<file path="src/rtl/bwt_occ_builder.sv">
// BWT occurrence-table builder: streams symbols, writes running per-symbol counts to
// the OCC SRAM, then writes the 4-entry C table. Define OCC_SAMPLE_EN for a 4x sampled OCC.
module bwt_occ_builder #(
  parameter int REF_NUM    = 1024,
  parameter int REF_LENGTH = 10
) (
  input  logic                    clk,
  input  logic                    rst,
  input  logic                    start,
  input  logic                    in_valid,
  input  logic [1:0]              in_sym,
  output logic                    in_ready,
  output logic                    occ_wEn,
  output logic [REF_LENGTH-1:0]   occ_wAddr,
  output logic [4*REF_LENGTH-1:0] occ_wData,
  output logic                    c_wEn,
  output logic [1:0]              c_wAddr,
  output logic [REF_LENGTH-1:0]   c_wData,
  output logic                    busy,
  output logic                    done
);

  // Index is one bit wider so REF_NUM == 2^REF_LENGTH is representable.
  localparam int IW = REF_LENGTH + 1;
  localparam logic [IW-1:0] NUM  = IW'(REF_NUM);
  localparam logic [IW-1:0] LAST = IW'(REF_NUM - 1);

  typedef enum logic [1:0] {IDLE, FILL, CTAB, DONE} state_e;

  state_e                       state_q, state_d;
  logic [3:0][REF_LENGTH-1:0]   cnt_q, cnt_d;
  logic [IW-1:0]                idx_q, idx_d;
  logic [2:0]                   cptr_q, cptr_d;
  logic                         occ_wEn_q, occ_wEn_d;
  logic [REF_LENGTH-1:0]        occ_wAddr_q, occ_wAddr_d;
  logic [4*REF_LENGTH-1:0]      occ_wData_q, occ_wData_d;
  logic                         c_wEn_q, c_wEn_d;
  logic [1:0]                   c_wAddr_q, c_wAddr_d;
  logic [REF_LENGTH-1:0]        c_wData_q, c_wData_d;
  logic [3:0][REF_LENGTH-1:0]   cbase;
  logic                         accept;

  assign in_ready  = (state_q == FILL) && (idx_q < NUM);
  assign accept    = in_ready && in_valid;
  assign busy      = (state_q == FILL) || (state_q == CTAB);
  assign done      = (state_q == DONE);
  assign occ_wEn   = occ_wEn_q;
  assign occ_wAddr = occ_wAddr_q;
  assign occ_wData = occ_wData_q;
  assign c_wEn     = c_wEn_q;
  assign c_wAddr   = c_wAddr_q;
  assign c_wData   = c_wData_q;

  // C[c] is the wrapped sum of final counts of all symbols lexically below c.
  always_comb begin
    cbase[0] = '0;
    cbase[1] = cnt_q[0];
    cbase[2] = cnt_q[0] + cnt_q[1];
    cbase[3] = cnt_q[0] + cnt_q[1] + cnt_q[2];
  end

  always_comb begin
    state_d     = state_q;
    cnt_d       = cnt_q;
    idx_d       = idx_q;
    cptr_d      = cptr_q;
    occ_wEn_d   = 1'b0;
    occ_wAddr_d = '0;
    occ_wData_d = '0;
    c_wEn_d     = 1'b0;
    c_wAddr_d   = '0;
    c_wData_d   = '0;
    case (state_q)
      IDLE, DONE: begin
        if (start) begin
          state_d = FILL;
          cnt_d   = '0;
          idx_d   = '0;
          cptr_d  = '0;
        end
      end
      FILL: begin
        if (accept) begin
          cnt_d[in_sym] = cnt_q[in_sym] + REF_LENGTH'(1);
          idx_d         = idx_q + IW'(1);
`ifdef OCC_SAMPLE_EN
          occ_wEn_d   = (idx_q[1:0] == 2'b11);
          occ_wAddr_d = REF_LENGTH'(idx_q >> 2);
`else
          occ_wEn_d   = 1'b1;
          occ_wAddr_d = idx_q[REF_LENGTH-1:0];
`endif
          occ_wData_d = occ_wEn_d ? cnt_d : '0;
          if (idx_q == LAST) state_d = CTAB;
        end
      end
      CTAB: begin
        // Writes are registered, so the last OCC row lands on the first CTAB cycle
        // and C entries follow one cycle later without ever overlapping it.
        if (cptr_q[2]) begin
          state_d = DONE;
          cptr_d  = '0;
        end else begin
          c_wEn_d   = 1'b1;
          c_wAddr_d = cptr_q[1:0];
          c_wData_d = cbase[cptr_q[1:0]];
          cptr_d    = cptr_q + 3'd1;
        end
      end
      default: state_d = IDLE;
    endcase
  end

  always_ff @(posedge clk or negedge rst) begin
    if (!rst) begin
      state_q     <= IDLE;
      cnt_q       <= '0;
      idx_q       <= '0;
      cptr_q      <= '0;
      occ_wEn_q   <= 1'b0;
      occ_wAddr_q <= '0;
      occ_wData_q <= '0;
      c_wEn_q     <= 1'b0;
      c_wAddr_q   <= '0;
      c_wData_q   <= '0;
    end else begin
      state_q     <= state_d;
      cnt_q       <= cnt_d;
      idx_q       <= idx_d;
      cptr_q      <= cptr_d;
      occ_wEn_q   <= occ_wEn_d;
      occ_wAddr_q <= occ_wAddr_d;
      occ_wData_q <= occ_wData_d;
      c_wEn_q     <= c_wEn_d;
      c_wAddr_q   <= c_wAddr_d;
      c_wData_q   <= c_wData_d;
    end
  end

endmodule

</file>
<file path="config.mk">
export PLATFORM = sky130hd
export DESIGN_NAME = bwt_occ_builder
export DESIGN_NICKNAME = d
export VERILOG_FILES = /design/src/rtl/bwt_occ_builder.sv
export SDC_FILE = /design/constraint.sdc
export NUM_CORES = 1
export LEC_CHECK = 0
export CAP_MARGIN = 20
export CORE_MARGIN = 10
export CORE_UTILIZATION = 50
export CTS_CLUSTER_DIAMETER = 60
export DETAILED_ROUTE_END_ITERATION = 8
export MAX_ROUTING_LAYER = met4
export PLACE_DENSITY = 0.8
export SLEW_MARGIN = 0
export SYNTH_ARGS = -nofsm -noshare
export SYNTH_HDL_FRONTEND = slang
export SYNTH_SLANG_ARGS = --single-unit
</file>
<file path="constraint.sdc">
create_clock -name clk -period 6.7 [get_ports clk]
set_clock_uncertainty 0.1 [all_clocks]
set_input_delay 1.005 -clock clk [delete_from_list [all_inputs] [get_ports clk]]
set_output_delay 1.005 -clock clk [all_outputs]
set_load 0.03 [all_outputs]
</file>
==> impl_metrics.csv <==
group,metric,value,unit
critical_path,crit_chain,"clkdlybuf4s50_1 > nand3b_1 > buf_4 > inv_1 > nand2_1 > o21ai_1 > nand2_1 > o21ai_0",
logic_synthesis,syn-num-nets,608,
sta,rsz0062_at_grt,"false",
cells_and_area,layout_commonest_cell,"dfrtp_1",
critical_path,slowest_stage,"o21ai_1",
critical_path,worst-r2r-cell-count,16,
cells_and_area,layout-drive-gt1-share,10.1,%
critical_path,critPathLaunch,"in_valid",
routing,ant_nets,0,
clocking,clock_latency,0.42,ns
routing,drt-pass1-iter-count,5,
critical_path,cp.depth,8,
cells_and_area,multi_input_area,2830,sq um
routing,drcViolationCount,0,
worst_hold_path,whs_path_depth,1,
cells_and_area,nFillCells,935,
routing,via_per_inst,5.89,
critical_path,endpoint_kind,"flip-flop",
sta,max_freq,0.277,GHz
die,ios,73,
place,dp_hpwl,10.7,mm
worst_hold_path,hold_path_class,"reg -> reg",
clocking,cts_buffers,17,
routing,wire_per_inst,18.8,um
cells_and_area,regArea,3000,sq um
outcome,outcome,"finished clean",
global_route,grt_pass1_wl,25.3,mm
clocking,cts_sinks,120,
global_route,antenna_found_initial,0,
die,start_util,50.5,%
critical_path,cpLargestDelayFamily,"buffers and inverters",
critical_path,cp_num_buf_inv,3,
logic_synthesis,async_flop_share,100,%
place,io_buffers,72,
routing,via_count,4762,
critical_path,timing.rr.end,"c_wData[9]$_DFF_PN0_",
logic_synthesis,yosys_warnings,0,
sta,setup-tns-final,0,ns
critical_path,cpMostUsedCell,"nand2_1",
sta,finalMaxSlewViolations,0,
worst_hold_path,min_from,"cptr_q[2]$_DFFE_PN0P_",
die,die_w,130,um
power_and_ir_drop,p_leak,0.00335,uW
clocking,cts_root_buf,"clkbuf_16",
cells_and_area,fin_nets,682,
clocking,htreeDepth,4,
flow_run,cap_violations,0,
clocking,holdBufCountCts,0,
cells_and_area,num_antenna_cells,0,
critical_path,cp.required,6.92,ns
power_and_ir_drop,powerDensity,334,nW/um^2
routing,drt_iter0_drc,507,
cells_and_area,final_cell_mix,"dfrtp_1, clkdlybuf4s50_1, nand2_1, o21ai_0, nor2_1",
logic_synthesis,yosysSeqAreaShare,49.9,%
critical_path,path_max_fanout,30,
sta,worstMarginPinSlew,0.921,ns
logic_synthesis,avgSynthCellArea,10.5,sq um
routing,drt_wl_total,15.2,mm
critical_path,critPathCapture,"cbase[14]$_DFFE_PN0P_",
power_and_ir_drop,finalPower,2510,uW
die,placeableCoreArea,11900,sq um
sta,setup_viol,0,
critical_path,cpPeakStageDelay,0.81,ns
die,rows,40,
sta,hold_viol,0,
sta,relSlewSlack,38.2,%
sta,min_period,3.61,ns
logic_synthesis,ys_types,57,
place,finalWeightedCongestion,0.861,
sta,fin_crit_sh,53.8,%
critical_path,crit_arrival,3.83,ns
die,die_area,16800,sq um
die,dieHeight,130,um
cells_and_area,area_growth,24.6,%
logic_synthesis,syn_area,6020,sq um
clocking,cts_post_setup_buffers_inserted,0,
logic_synthesis,ys_ff_latch,120,
logic_synthesis,synth_edf_count,0,
critical_path,r2r_slack,3.10,ns
global_route,grt_start_max_net_pins,71,
critical_path,crit_type,"in -> reg",
global_route,overflow,0,
critical_path,reg2reg_from,"cbase[10]$_DFFE_PN0P_",
clocking,clk_pin_slew_worst_paths,0.06,ns
global_route,grt_pass1_vias,4903,
logic_synthesis,ys.flop_type,"dfrtp_1",
logic_synthesis,syn_inst,574,
power_and_ir_drop,vdd_drop_max,0.000131,V
clocking,cts_buffer_depth,2,
clocking,cts_tree,"yes",
clocking,postCtsResizedCells,0,
global_route,grtUsageTotal,19.5,%
critical_path,start_kind,"input pin",
## worst min-delay path by stage
| stage | to | slack [ns] |
|---|---|---|
| 2_1_floorplan | cnt_q[36]$_DFFE_PN0P_ | 0.36 |
| 3_3_place_gp | cptr_q[2]$_DFFE_PN0P_ | 0.38 |
| 3_5_place_dp | cptr_q[2]$_DFFE_PN0P_ | 0.39 |
| 4_1_cts | cptr_q[2]$_DFFE_PN0P_ | 0.40 |
| 5_1_grt | cptr_q[2]$_DFFE_PN0P_ | 0.41 |
| 6_report | cptr_q[2]$_DFFE_PN0P_ | 0.40 |
## Yosys cell counts, types with 2 or more instances
| cell type | count | share of area [%] |
|---|---|---|
| dfrtp_1 | 120 | 50 |
| nor2b_1 | 6 | 0.62 |
| and2_1 | 15 | 1.6 |
| nand2b_1 | 2 | 0.21 |
| o21ai_1 | 16 | 1.3 |
| nand2_2 | 2 | 0.21 |
| mux4_2 | 10 | 3.7 |
| mux2_2 | 3 | 0.56 |
| a22o_1 | 13 | 1.9 |
| mux2i_1 | 6 | 1.0 |
| o211ai_1 | 3 | 0.37 |
| buf_2 | 2 | 0.17 |
| a21oi_1 | 38 | 3.2 |
| or3_1 | 3 | 0.31 |
| inv_1 | 17 | 1.1 |
| nor2_1 | 51 | 3.2 |
| fa_1 | 2 | 0.67 |
| xnor2_1 | 15 | 2.2 |
| buf_6 | 3 | 0.56 |
| nand2_1 | 59 | 3.7 |
| o21ai_0 | 52 | 4.3 |
| nand3_1 | 7 | 0.58 |
| o31ai_1 | 2 | 0.25 |
| or2_2 | 3 | 0.31 |
| ha_1 | 26 | 5.4 |
| a31oi_1 | 2 | 0.21 |
| a211oi_1 | 17 | 2.1 |
| a32o_1 | 6 | 1.0 |
| xor2_1 | 12 | 1.7 |
| nor3_1 | 9 | 0.75 |
| a22oi_1 | 2 | 0.25 |
| clkbuf_1 | 18 | 1.1 |
| xor2_4 | 3 | 1.4 |
| a21o_1 | 6 | 0.75 |
## state kept, by name, indices dropped and copies added, names as in the netlist
name	cells
c_wAddr	2
c_wData	10
c_wEn	1
cbase	10
cnt_q	30
cptr_q	3
idx_q	11
occ_wAddr	10
occ_wData	40
occ_wEn	1
state_q	2
## layout make-up
cell class	instances	area share, %
clock buffers	19	6.04
clock inverters	13	2.54
inverters	18	0.901
multi-input cells	412	37.8
flip-flops and latches	120	40.0
well taps	147	2.45
repair buffers	79	10.3
## through the flow
stage | area [sq um] | hold WS, ns | std cells | worst slack (ns) | utilization [%]
after global placement | 6860 | 0.382 | 776 | 2.86 | 57.6
final | 7500 | 0.398 | 808 | 3.09 | 63.0
after detailed placement | 6860 | 0.387 | 776 | 2.78 | 57.6
after global routing | 7500 | 0.410 | 808 | 2.82 | 63.0
after CTS | 7500 | 0.399 | 808 | 3.10 | 63.0
after floorplan | 6020 | 0.361 | 574 | 3.53 | -
## cell families after synthesis
group | count (synthesis) | share of synthesized area [%]
simple gates | 168 | 13.1
compound gates | 165 | 16.7
flops | 120 | 49.9
buf+inv | 42 | 3.06
xor+xnor | 32 | 5.84
fa+ha+maj | 28 | 6.07
mux | 19 | 5.30
## layer usage
metal  routed length (um)  part of all wire (%)  up-vias  GRT usage, %
met5                    0                     0        -             -
met1                 6140                    40     2368          22.9
met2                 7730                    51      179          32.1
met3                  970                   6.4       36          4.30
met4                  367                   2.4        0          8.07
li1                     -                     -     2179             -
## power breakdown
part / leakage [uW] / total (uW) / switching, uW / internal, uW
Clock: 0.000315 / 989 / 343 / 646
Combinational: 0.00138 / 647 / 441 / 206
Sequential: 0.00166 / 871 / 82.7 / 788
Total: 0.00335 / 2510 / 867 / 1640
Power figures use the tool's default switching activity.
